[config.mk]
export PLATFORM = sky130hd
export DESIGN_NAME = reorder_buffer
export DESIGN_NICKNAME = d
export VERILOG_FILES = /design/src/rtl/reorder_buffer_pkg.sv /design/src/rtl/reorder_buffer_entry_ram.sv /design/src/rtl/reorder_buffer.sv
export SDC_FILE = /design/constraint.sdc
export NUM_CORES = 1
export LEC_CHECK = 0
export BUFFER_PORTS_ARGS = -buffer_cell sky130_fd_sc_hd__clkbuf_2
export CORE_MARGIN = 3
export CORE_UTILIZATION = 40
export CTS_BUF_LIST = sky130_fd_sc_hd__clkbuf_8
export DETAILED_ROUTE_END_ITERATION = 6
export SYNTH_ARGS = -nofsm -noshare
export SYNTH_HDL_FRONTEND = slang
export SYNTH_SLANG_ARGS = --single-unit
[constraint.sdc]
create_clock -name clk -period 9.2 [get_ports clk]
set_clock_uncertainty 0.1 [all_clocks]
set_input_delay 1.38 -clock clk [delete_from_list [all_inputs] [get_ports clk]]
set_output_delay 1.38 -clock clk [all_outputs]
set_load 0.02 [all_outputs]
[src/rtl/reorder_buffer_pkg.sv]
// reorder_buffer_pkg: entry-type codes, retire FSM states and small helpers
// shared by the reorder buffer top and its entry storage.
package reorder_buffer_pkg;

    localparam int unsigned RD_W = 5;

    typedef enum logic [1:0] {
        ROB_ALU    = 2'd0,
        ROB_LOAD   = 2'd1,
        ROB_STORE  = 2'd2,
        ROB_BRANCH = 2'd3
    } rob_type_e;

    typedef enum logic [1:0] {
        ST_IDLE       = 2'd0,
        ST_STORE_WAIT = 2'd1,
        ST_FLUSH      = 2'd2
    } rob_state_e;

    // x0 is hardwired zero, so retiring into it never writes the regfile
    function automatic logic writes_rd(input logic [RD_W-1:0] rd);
        return rd != '0;
    endfunction

endpackage

[src/rtl/reorder_buffer_entry_ram.sv]
// rob_entry_ram: per-entry payload storage for the reorder buffer.
// Alloc writes type/rd, writeback writes value/addr/mispred (disjoint fields),
// asynchronous reads for the head and, with ROB_FWD_EN, two query ports.
module rob_entry_ram
    import reorder_buffer_pkg::*;
#(
    parameter int unsigned DEPTH = 16,
    parameter int unsigned TAG_W = 4,
    parameter int unsigned XLEN  = 32
) (
    input  logic             clk,
    input  logic             alloc_we,
    input  logic [TAG_W-1:0] alloc_idx,
    input  rob_type_e        alloc_type,
    input  logic [RD_W-1:0]  alloc_rd,
    input  logic             wb_we,
    input  logic [TAG_W-1:0] wb_idx,
    input  logic [XLEN-1:0]  wb_value,
    input  logic [XLEN-1:0]  wb_addr,
    input  logic             wb_mispred,
    input  logic [TAG_W-1:0] head_idx,
    output rob_type_e        head_type,
    output logic [RD_W-1:0]  head_rd,
    output logic [XLEN-1:0]  head_value,
    output logic [XLEN-1:0]  head_addr,
    output logic             head_mispred
`ifdef ROB_FWD_EN
    ,
    input  logic [TAG_W-1:0] qry_idx   [2],
    output logic [XLEN-1:0]  qry_value [2]
`endif
);

    rob_type_e       type_mem    [DEPTH];
    logic [RD_W-1:0] rd_mem      [DEPTH];
    logic [XLEN-1:0] value_mem   [DEPTH];
    logic [XLEN-1:0] addr_mem    [DEPTH];
    logic            mispred_mem [DEPTH];

    // write ports: allocation and CDB writeback touch different fields
    always_ff @(posedge clk) begin
        if (alloc_we) begin
            type_mem[alloc_idx] <= alloc_type;
            rd_mem[alloc_idx]   <= alloc_rd;
        end
        if (wb_we) begin
            value_mem[wb_idx]   <= wb_value;
            addr_mem[wb_idx]    <= wb_addr;
            mispred_mem[wb_idx] <= wb_mispred;
        end
    end

    assign head_type    = type_mem[head_idx];
    assign head_rd      = rd_mem[head_idx];
    assign head_value   = value_mem[head_idx];
    assign head_addr    = addr_mem[head_idx];
    assign head_mispred = mispred_mem[head_idx];

`ifdef ROB_FWD_EN
    // operand bypass read ports
    always_comb begin
        for (int unsigned i = 0; i < 2; i++) begin
            qry_value[i] = value_mem[qry_idx[i]];
        end
    end
`endif

endmodule

[src/rtl/reorder_buffer.sv]
// reorder_buffer: in-order-retire ROB. Allocates at tail, accepts out-of-order
// writebacks, retires from head one entry per cycle, releases stores to memory
// and flushes everything on a mispredicted branch.
// Optional feature macro: ROB_FWD_EN (two combinational operand-bypass query ports).
module reorder_buffer
    import reorder_buffer_pkg::*;
#(
    parameter int unsigned DEPTH = 16,
    parameter int unsigned TAG_W = 4,
    parameter int unsigned XLEN  = 32
) (
    input  logic             clk,
    input  logic             rst,
    input  logic             alloc_valid,
    output logic             alloc_ready,
    input  logic [1:0]       alloc_type,
    input  logic [RD_W-1:0]  alloc_rd,
    output logic [TAG_W-1:0] alloc_tag,
    input  logic             wb_valid,
    input  logic [TAG_W-1:0] wb_tag,
    input  logic [XLEN-1:0]  wb_value,
    input  logic [XLEN-1:0]  wb_addr,
    input  logic             wb_mispred,
    output logic             commit_valid,
    output logic             commit_we,
    output logic [RD_W-1:0]  commit_rd,
    output logic [TAG_W-1:0] commit_tag,
    output logic [XLEN-1:0]  commit_value,
    output logic             st_req,
    output logic [XLEN-1:0]  st_addr,
    output logic [XLEN-1:0]  st_data,
    input  logic             st_ack,
    output logic             flush,
    output logic [XLEN-1:0]  redirect_pc
`ifdef ROB_FWD_EN
    ,
    input  logic [TAG_W-1:0] qry_tag   [2],
    output logic             qry_hit   [2],
    output logic [XLEN-1:0]  qry_value [2]
`endif
);

    rob_state_e       state_q, state_d;
    logic [DEPTH-1:0] valid_q, done_q;
    logic [TAG_W-1:0] head_q, tail_q;
    logic [TAG_W:0]   count_q;

    rob_type_e        head_type;
    logic [RD_W-1:0]  head_rd;
    logic [XLEN-1:0]  head_value, head_addr;
    logic             head_mispred;

    logic alloc_fire, wb_fire, head_ready;
    logic retire, commit_d, commit_we_d, st_start, st_release, flush_d;

    assign alloc_ready = (count_q != (TAG_W+1)'(DEPTH)) && (state_q != ST_FLUSH);
    assign alloc_tag   = tail_q;
    assign alloc_fire  = alloc_valid && alloc_ready;
    assign wb_fire     = wb_valid && valid_q[wb_tag] && (state_q != ST_FLUSH);
    assign head_ready  = valid_q[head_q] && done_q[head_q];

    rob_entry_ram #(
        .DEPTH(DEPTH),
        .TAG_W(TAG_W),
        .XLEN (XLEN)
    ) u_ram (
        .clk         (clk),
        .alloc_we    (alloc_fire),
        .alloc_idx   (tail_q),
        .alloc_type  (rob_type_e'(alloc_type)),
        .alloc_rd    (alloc_rd),
        .wb_we       (wb_fire),
        .wb_idx      (wb_tag),
        .wb_value    (wb_value),
        .wb_addr     (wb_addr),
        .wb_mispred  (wb_mispred),
        .head_idx    (head_q),
        .head_type   (head_type),
        .head_rd     (head_rd),
        .head_value  (head_value),
        .head_addr   (head_addr),
        .head_mispred(head_mispred)
`ifdef ROB_FWD_EN
        ,
        .qry_idx     (qry_tag),
        .qry_value   (qry_value)
`endif
    );

`ifdef ROB_FWD_EN
    // bypass hit only once the producer has written back and is still in flight
    always_comb begin
        for (int unsigned i = 0; i < 2; i++) begin
            qry_hit[i] = valid_q[qry_tag[i]] && done_q[qry_tag[i]];
        end
    end
`endif

    // retire FSM state register
    always_ff @(posedge clk) begin
        if (rst) state_q <= ST_IDLE;
        else     state_q <= state_d;
    end

    // retire FSM next state and per-cycle retire decisions
    always_comb begin
        state_d     = state_q;
        retire      = 1'b0;
        commit_d    = 1'b0;
        commit_we_d = 1'b0;
        st_start    = 1'b0;
        st_release  = 1'b0;
        flush_d     = 1'b0;
        unique case (state_q)
            ST_IDLE: begin
                if (head_ready) begin
                    unique case (head_type)
                        ROB_STORE: begin
                            st_start = 1'b1;
                            state_d  = ST_STORE_WAIT;
                        end
                        ROB_BRANCH: begin
                            retire      = 1'b1;
                            commit_d    = 1'b1;
                            commit_we_d = writes_rd(head_rd);
                            if (head_mispred) begin
                                flush_d = 1'b1;
                                state_d = ST_FLUSH;
                            end
                        end
                        ROB_ALU, ROB_LOAD: begin
                            retire      = 1'b1;
                            commit_d    = 1'b1;
                            commit_we_d = writes_rd(head_rd);
                        end
                    endcase
                end
            end
            ST_STORE_WAIT: begin
                if (st_ack) begin
                    st_release = 1'b1;
                    retire     = 1'b1;
                    commit_d   = 1'b1;
                    state_d    = ST_IDLE;
                end
            end
            ST_FLUSH: state_d = ST_IDLE;
            default:  state_d = ST_IDLE;
        endcase
    end

    // registered commit, store and flush outputs
    always_ff @(posedge clk) begin
        if (rst) begin
            commit_valid <= 1'b0;
            commit_we    <= 1'b0;
            commit_rd    <= '0;
            commit_tag   <= '0;
            commit_value <= '0;
            st_req       <= 1'b0;
            st_addr      <= '0;
            st_data      <= '0;
            flush        <= 1'b0;
            redirect_pc  <= '0;
        end else begin
            commit_valid <= commit_d;
            commit_we    <= commit_we_d;
            flush        <= flush_d;
            if (commit_d) begin
                commit_rd    <= head_rd;
                commit_tag   <= head_q;
                commit_value <= head_value;
            end
            if (flush_d) redirect_pc <= head_addr;
            if (st_start) begin
                st_req  <= 1'b1;
                st_addr <= head_addr;
                st_data <= head_value;
            end else if (st_release) begin
                st_req <= 1'b0;
            end
        end
    end

    // pointers, occupancy and valid/done vectors; flush clears them in one cycle
    always_ff @(posedge clk) begin
        if (rst || state_q == ST_FLUSH) begin
            valid_q <= '0;
            done_q  <= '0;
            head_q  <= '0;
            tail_q  <= '0;
            count_q <= '0;
        end else begin
            if (alloc_fire) begin
                valid_q[tail_q] <= 1'b1;
                done_q[tail_q]  <= 1'b0;
                tail_q          <= tail_q + TAG_W'(1);
            end
            if (wb_fire) done_q[wb_tag] <= 1'b1;
            if (retire) begin
                valid_q[head_q] <= 1'b0;
                head_q          <= head_q + TAG_W'(1);
            end
            unique case ({alloc_fire, retire})
                2'b10:   count_q <= count_q + (TAG_W+1)'(1);
                2'b01:   count_q <= count_q - (TAG_W+1)'(1);
                default: ;
            endcase
        end
    end

endmodule
# Yosys cells after proc, flatten, opt, wreduce, memory -nomap -nowiden
# Memories as Yosys holds them, arrays and structs flattened. A register that Yosys moved wholly into a read port is not among the register bits.
# Index checks and enable logic that the tools add are counted.
# op_classes
addsub,4
multipliers,0
div,0
magnitude_cmp,6
eq_ne,13
shift,0
n_mux,52
bitwise,9
n_reduce_logical,17
# op_table
op,n
16-bit 2-to-1 mux,6
4-bit 2-to-1 mux,10
16-bit bitwise AND,2
16-bit inverter,2
16-bit bitwise OR,2
1-bit 2-to-1 mux,23
"4-bit by 5-bit less-than comparator with 1-bit output, second input constant",3
1-bit binary-select mux with 4-bit select,3
1-bit demux with 4-bit select,3
"4-bit by 1-bit >= comparator with 1-bit output, second input constant",3
5-bit one-hot mux with 2 select lines,1
"4-bit by 1-bit adder with 4-bit output, second input constant",2
"2-bit equality test, second input constant",4
1-bit logical AND,8
2-bit one-hot mux with 2 select lines,2
"2-bit by 1-bit equality test with 1-bit output, second input constant",3
2-bit 2-to-1 mux,3
"2-bit != test, second input constant",3
"5-bit by 1-bit adder with 5-bit output, second input constant",1
"5-bit != test, second input constant",1
5-bit nonzero test,1
"5-bit by 1-bit subtractor with 5-bit output, second input constant",1
2-bit logical NOT,2
4-bit AND reduction,1
other kinds (8),11
# totals
register_bits,188
latch_bits,0
ram_bits,1152
rom_bits,0
output_inout_bits,146
n_memories,5
# mem_list
memory,words,word_bits,read_ports,rd_ports_with_merged_regs,write_ports,line,text
u_ram.addr_mem,16,32,1,1,1,reorder_buffer_entry_ram.sv:37,logic [XLEN-1:0] addr_mem [DEPTH];
u_ram.value_mem,16,32,1,1,1,reorder_buffer_entry_ram.sv:36,logic [XLEN-1:0] value_mem [DEPTH];
u_ram.rd_mem,16,5,1,1,1,reorder_buffer_entry_ram.sv:35,logic [RD_W-1:0] rd_mem [DEPTH];
u_ram.type_mem,16,2,1,1,1,reorder_buffer_entry_ram.sv:34,rob_type_e type_mem [DEPTH];
u_ram.mispred_mem,16,1,1,1,1,reorder_buffer_entry_ram.sv:38,logic mispred_mem [DEPTH];

# Depth between registers and ports, before layout
# Gate-level depths: netlist of run 1.
# depth
word_depth,10
mapped_depth,20
mapped_depth_nobuf,15

# Modules after synthesis
# Synthesis of run 1 repeated with hierarchy kept, for this count alone.
# unflattened
cells_unflattened,2726
hier_area_um2,51267.9
# by_module_without_submodules
mod,n_inst,cells_per_inst,area_each_um2
rob_entry_ram,1,1801,43220.2
reorder_buffer,1,925,8047.7

# Worst setup path before layout of run 1
# OpenSTA, ideal clock, no wires.
# synth_path
kind,in2reg
start,input port wb_tag[0]
end,"memory u_ram.addr_mem[10][0], enable pin"
setup_ps,419
arrival_time_ps,3900
slack_ps,4781
cell_stages,6
cell_sequence,clkbuf_1 mux4_2 mux2i_1 nor4_1 nand3_1 inv_1
# synth_between
elab_chain_len,6
# synth_rtl
item,line,text
start: declaration,reorder_buffer.sv:20,"input logic [TAG_W-1:0] wb_tag,"
1-bit binary-select mux with 4-bit select,reorder_buffer.sv:59,assign wb_fire = wb_valid && valid_q[wb_tag] && (state_q != ST_FLUSH);
1-bit 2-to-1 mux (implied by the code),reorder_buffer.sv:59,
1-bit logical AND (2 in a row),reorder_buffer.sv:59,
1-bit 2-to-1 mux,reorder_buffer_entry_ram.sv:46,if (wb_we) begin
1-bit 2-to-1 mux (implied by the code),reorder_buffer_entry_ram.sv:48,addr_mem[wb_idx] <= wb_addr;
end: declaration,reorder_buffer_entry_ram.sv:37,
# Parallel ways exist; a longest one is shown, timed or not. The select of a mux whose other input is x is not followed.

==> impl_results.md, run 1 <==
- Status: complete, no violations
- # rows: 130
- Switch share: 21.76%
- Initial core utilization: about 40%
- Width of the die: 364.1 um
- Max-Cap Viols: 0
- Register area share after synthesis: ~75%
- Core Util, Final: between 40% and 50%
- All-Layer GR Usage: about a fifth
- Most used DFF post-synth: edfxtp_1
- Crit share post-route: 60.69%
- Syn_nets: 2664
- WL per Instance: roughly 28 um
- NetSw: 2.506 mW
- Crit path time final: 5.583 ns
- H-tree depth: 4
- Multi-input gate area in the final layout: 0.01205 mm2
- Clock group share of total power: 40.9%
- DR vias/cell: 5.716
- Antenna Nets Post-Route: 0
- Netlist Area Pre-Place: 0.05128 mm2
- CTS buffer count: 210
- Fillcell total: 10510
- IO Pins: 227
- GPL Wtd Cong: 0.8217
- Area delta synth->final: 13.46%
- Worst-Margin Slew: 1.366 ns
- Die H: 364.1 um
- FF+latch area: ~0.038 mm2
- Max Fclk: 179.1 MHz
- Synth unique cells: 50
- Clock-pin slew on the worst setup and hold paths: roughly 0.060 ns
- Hold Crit Class: reg2reg
- Drt first pass iters: 6
- Starting DRT DRC Count: 2850
- Synthesis warning total: 0
- Critical Path RT: between 9 and 10 ns
- Setup WS post-layout: 3.617 ns
- Total wire length: between 100 and 150 mm
- Final Instance Area: ~0.058 mm2
- Port Buf Inserts: 226
- Vias: 27050
- Unrepaired setup endpoints after global routing: no
- Worst path arrival time: ~6.2 ns
- First-pass GRT wire length: 193.1 mm
- Sum of negative setup slack: 0 ns
- EDFF count, synth: 1152
- # resized after CTS: 0
- CP max FO: 38
- Sink Count: 1344
- Post-Place Setup Slack: approximately 3.6 ns
- Fin. Hold Viols: 0
- Synthesized area per cell: roughly 20 um2
- Asr flop ratio synth: 0%
- Combinational Power Share: roughly 1.6%
- Syn Inst Count: 2571
- Post-DP Area: 0.05416 mm2
- CTS tree: built
- Critical path's largest stage delay: 0.86 ns
- Internal power: 9.008 mW
- Die Area: 0.1325 mm2
- Pwr per Cell Area: ~200 mW/mm2
- Max Buffers Root-to-Sink: 3
- # nets final: 2976
- CP max stage cell: dfxtp_4
- Max-slew headroom: 8.578%
- Tot Pwr: 11.51 mW
- Worst-Skew Late Latency: roughly 0.90 ns
- Layout cells sized above 1: between 20% and 30%
- Hold buffers post-CTS: 0
- Max-slew violations: 0
- Maximum number of pins on one net before global-route repair: 98
- Initial antenna violation count: 22
- Final setup viols: 0
- Critical path class: reg2reg
- Cells along the critical path: buf_4 -> mux4_1 -> nand2_1 -> and4_4 -> nand2_1 -> a21boi_4 -> inv_2 -> ha_1 -> xor2_1 -> ha_1 -> a21boi_0 -> o221ai_1 -> a21o_1 -> a21oi_1 -> xnor2_1 -> nor2_1
- Vias in the first global route: 27890
- Clock root buffer: clkbuf_8
- Sequential share of power: a little under three fifths
- Startpoint type of the worst setup path: flip-flop
- Leak: 18.70 nW
- Total setup buffers inserted after CTS: 0
- Synth Register Bits: roughly 1300
- DRC Markers: 0
- Crit end category: flip-flop
- VDD IR max: ~140 uV
- Core ar.: 0.1264 mm2
- Detail Placement HPWL: ~75 mm
- GRT Residual Overflow: 0
==> cell type report <==
type                            instances  share of cell area, %
Clock buffer                          228                  5.393
Clock inverter                        168                  1.452
Multi-Input combinational cell       1034                  20.72
Sequential cell                      1344                  66.09
Tap cell                             1650                  3.548
Timing Repair Buffer                  266                  2.486
Antenna cell                           15                0.06451
Inverter                               27                 0.2537
==> kinds of logic (layout without fill, tap and decap cells) <==
logic type,after synthesis,in the layout,share of synthesized area (%)
AOI/OAI and AO/OA,287,287,2.994
xor gates and xnor gates,8,8,0.1366
adders and majority gates,12,12,0.2928
buffers and inverters,193,689,1.642
DFF,1344,1344,74.95
muxes,421,421,17.22
other,0,15,0
and+or+nand+nor,306,306,2.767
==> through the flow <==
step / cells / hold WS [ns]
6_report: 4732 / 0.3605
5_1_grt: 4725 / 0.3915
4_1_cts: 4717 / 0.3618
3_5_place_dp: 4321 / 0.3535
3_3_place_gp: 4321 / 0.3496
2_1_floorplan: 2571 / 0.3473
==> cell usage in the layout, fill, tap and decap left out, types with 18 or more instances in the layout <==
master | Yosys | layout
edfxtp_1 | 1152 | 1152
mux4_2 | 352 | 352
clkbuf_8 | 0 | 228
clkbuf_2 | 0 | 225
dfxtp_1 | 192 | 188
o21ai_0 | 121 | 121
a21oi_1 | 120 | 120
nand2_1 | 115 | 115
nand3_1 | 107 | 107
inv_1 | 25 | 95
mux2i_1 | 55 | 55
clkinv_1 | 0 | 45
buf_4 | 9 | 40
nor2_1 | 31 | 30
clkinv_2 | 0 | 28
a31oi_1 | 18 | 18
==> Yosys cell counts (all sizes together), types with 8 or more instances <==
master	count	area, um2
edfxtp	1152	34590
mux4	365	8269
dfxtp	192	3844
o21ai	126	630.6
a21oi	120	600.6
nand2	115	431.7
nand3	107	535.5
clkbuf	99	371.6
buf	67	369.1
mux2i	55	550.5
nor2	31	116.4
inv	27	101.4
a31oi	18	112.6
ha	12	150.1
nor2b	10	62.56
nor3	9	45.04
nand2b	8	50.05
==> state kept, by name, indices dropped and copies added, names as in the netlist, named ones only <==
signal	flops
st_addr	32
st_data	32
flush	1
u_ram.type_mem	32
alloc_tag	4
count_q	5
head_q	4
commit_we	1
valid_q	16
u_ram.addr_mem	512
u_ram.value_mem	512
u_ram.rd_mem	80
u_ram.mispred_mem	16
done_q	16
commit_rd	5
redirect_pc	32
state_q	2
commit_value	32
commit_valid	1
st_req	1
commit_tag	4
==> worst max-delay path: cells and delay by family (launching register included) <==
kind            cells  cell delay (ns)
compound gates      5             1.16
buf+inv             2             0.98
xor+xnor            2             0.33
simple gates        4             0.78
fa+ha+maj           2             0.57
flops               1             0.86
mux                 1             0.65
==> per-layer routing <==
metal	wire length, um	track usage (%)	up-vias
met3	12990	6.198	263
met5	95	0	-
met2	62850	31.46	1335
met1	55160	27.34	14230
met4	3715	7.264	14
li1	-	-	11210
==> worst paths after layout <==
check | startpoint | end | slack (ns) | cells after the start
worst max-delay path | flip-flop | count_q[4] | 3.62 | 16
worst min-delay path | commit_value[19] | commit_value[19] | 0.36 | 2
worst max register to register | flip-flop | count_q[4] | 3.62 | 16
worst min register to register | commit_value[19] | commit_value[19] | 0.36 | 2
==> power by group through the flow <==
stage / registers, mW / logic, mW / clock network (mW)
3_3_place_gp: 6.75 / 0.166 / 0
3_5_place_dp: 6.75 / 0.177 / 0
2_1_floorplan: 6.75 / 0.0608 / 0
4_1_cts: 6.62 / 0.177 / 4.82
5_1_grt: 6.62 / 0.194 / 5.11
6_report: 6.62 / 0.178 / 4.71
Note: power is estimated with default switching activity, not from simulation.
==> run 2: changes to the inputs <==
==> constraint.sdc (replaced) <==
create_clock -name clk -period 4.6 [get_ports clk]
set_clock_uncertainty 0.1 [all_clocks]
set_input_delay 0.69 -clock clk [delete_from_list [all_inputs] [get_ports clk]]
set_output_delay 0.69 -clock clk [all_outputs]
set_load 0.02 [all_outputs]
==> impl_results.md, run 2 (same netlist as run 1, synthesis figures left out) <==
- Startpoint type of the worst setup path: flip-flop
- Failing checks: DRC
- Layout cells sized above 1: 30.64%
- Regs by FF count: u_ram.addr_mem: 512 flops, u_ram.value_mem: 512 flops, u_ram.rd_mem: 80 flops
- Multi-input gate area in the final layout: between 0.01 and 0.015 mm2
- All-Layer GR Usage: roughly a fifth
- VDD IR max: 299.9 uV
- Max-Cap Viols: 0
- Max-slew violations: 0
- Crit path time final: between 4 and 5 ns
- Port Buf Inserts: about 230
- Starting DRT DRC Count: 2799
- Vias: 27040
- Core ar.: 0.1264 mm2
- Unrepaired setup endpoints after global routing: no
- Crit end category: flip-flop
- Core Util, Final: 46.40%
- Die Area: 0.1325 mm2
- Crit share post-route: 89.82%
- Worst path arrival time: 4.76 ns
- CTS buffer count: 212
- Hold Crit Class: in2reg
- # rows: 130
- Critical path class: reg2reg
- Sum of negative setup slack: 0 ns
- GPL Wtd Cong: between 0.8 and 0.9
- Commonest cells after routing, fill and taps aside: edfxtp_1 (1152), mux4_2 (352), clkbuf_8 (225), clkbuf_2 (225), dfxtp_1 (188)
- DRC Markers: 1
- Critical Path RT: between 5 and 6 ns
- Vias in the first global route: 27700
- # nets final: approximately 3000
- Detail Placement HPWL: 74.64 mm
- IO Pins: 227
- Area delta synth->final: 14.34%
- Final setup viols: 0
- CP max FO: 10
- RR Endpoint: count_q[4]
- Sink Count: between 1000 and 1500
- Clock root buffer: clkbuf_8
- Commonest non-fill, non-tap cell in the layout: edfxtp_1
- Initial core utilization: between 40 and 50%
- Critical path destination: count_q[4]
- Maximum number of pins on one net before global-route repair: 121
- R2R Path Start: head_q[1]
- Max Buffers Root-to-Sink: 3
- Cells on worst reg2reg path: 15
- Total wire length: 131.8 mm
- FF+latch area: 0.03845 mm2
- H-tree depth: 4
- Max Fclk: 242.0 MHz
- Worst-Skew Late Latency: about 0.9 ns
- Setup crit start: head_q[1]
- Fin. Hold Viols: 0
- Width of the die: approximately 360 um
- Die H: 364.1 um
- Pwr per Cell Area: 391.1 mW/mm2
- Initial antenna violation count: 21
- Clock-pin slew on the worst setup and hold paths: 0.07 ns
- Status: finished, violations left
- GRT Residual Overflow: 0
- Max-slew headroom: 19.51%
- First-pass GRT wire length: 192.0 mm
- Drt first pass iters: 7
- Leak: 18.87 nW
- Fillcell total: 10490
- WL per Instance: roughly 28 um
- Antenna Nets Post-Route: 0
- CTS tree: built
- Reg2reg setup slack: 0.47 ns
- DR vias/cell: 5.680
- Worst-Margin Slew: 1.203 ns
==> run 2: cell types whose count changed in the layout (fill, tap and decap cells not counted), sizes merged <==
cell,previous run,this run
clkinvlp,2,3
diode,15,10
buf,41,71
dlygate4sd3,0,5
clkinv,78,92
inv,113,100
clkbuf,453,450
==> run 2: where the power goes <==
| part | switching (mW) | leakage, nW | internal [mW] |
|---|---|---|---|
| registers | 0.0127 | 11.9 | 13.2 |
| clock network | 4.67 | 2.28 | 4.65 |
| logic | 0.289 | 4.69 | 0.0726 |
| total | 4.97 | 18.9 | 18.0 |
==> run 2: what timing repair did <==
item                                   4_1_cts  5_1_grt
endpoints found under the hold margin        8        0
gates resized for setup                      0        0
buffers inserted                             0        0
setup endpoints to repair                    0        0
hold buffers                                 5        0
==> run 2: worst min path at each step <==
| stage | startpoint | to | slack (ns) | cells after the start |
|---|---|---|---|---|
| 2_1_floorplan | done_q[2] | done_q[2] | 0.35 | 2 |
| 3_3_place_gp | commit_value[8] | commit_value[8] | 0.34 | 2 |
| 3_5_place_dp | commit_value[9] | commit_value[9] | 0.36 | 2 |
| 4_1_cts | wb_addr[22] | u_ram.addr_mem[15][22] | 0.00006 | 1 |
| 5_1_grt | wb_value[6] | u_ram.value_mem[3][6] | 0.06 | 1 |
| 6_report | wb_addr[23] | u_ram.addr_mem[15][23] | 0.09 | 1 |
==> run 2: critical path: stages (launching register included) <==
cell and delay [ns]:
dfxtp_1 0.60, mux2i_1 0.16, a2111oi_0 0.61, nand3_1 0.26
a21oi_1 0.41, a21boi_4 0.11, inv_2 0.08, ha_1 0.32
xor2_1 0.19, ha_1 0.22, a21boi_0 0.18, o221ai_1 0.17
a21o_1 0.21, a21oi_1 0.19, xnor2_1 0.14, nor2_1 0.05
==> run 2: stage by stage <==
stage	power (mW)	cells	hold slack (ns)	worst slack, ns	instance area [um2]
after floorplan	13.63	2571	0.3473	0.7902	51280
after global placement	13.83	4351	0.3444	0.6005	54650
after detailed placement	13.86	4351	0.3551	0.5098	54650
after CTS	23.13	4751	0.00005690	0.5229	58610
after global routing	23.75	4755	0.06143	0.1452	58620
final	22.93	4761	0.08718	0.4685	58640
==> run 2: cell type report <==
cell class	count	share of cell area (%)
diodes	10	0.04267
clock buffers	225	5.281
clock inverters	170	1.393
inverters	27	0.2219
multi-input cells	1034	20.56
flip-flops and latches	1344	65.57
well taps	1650	3.521
repair buffers	301	3.405
==> run 2: routing by layer <==
metal	GRT usage (%)	vias to the layer above	wire length (um)	part of all wire, %
met5	0	-	80	0.061
met1	28.09	14270	55630	42
met2	31.37	1225	62240	47
li1	-	11300	-	-
met4	5.458	12	2510	1.9
met3	4.743	234	11320	8.6
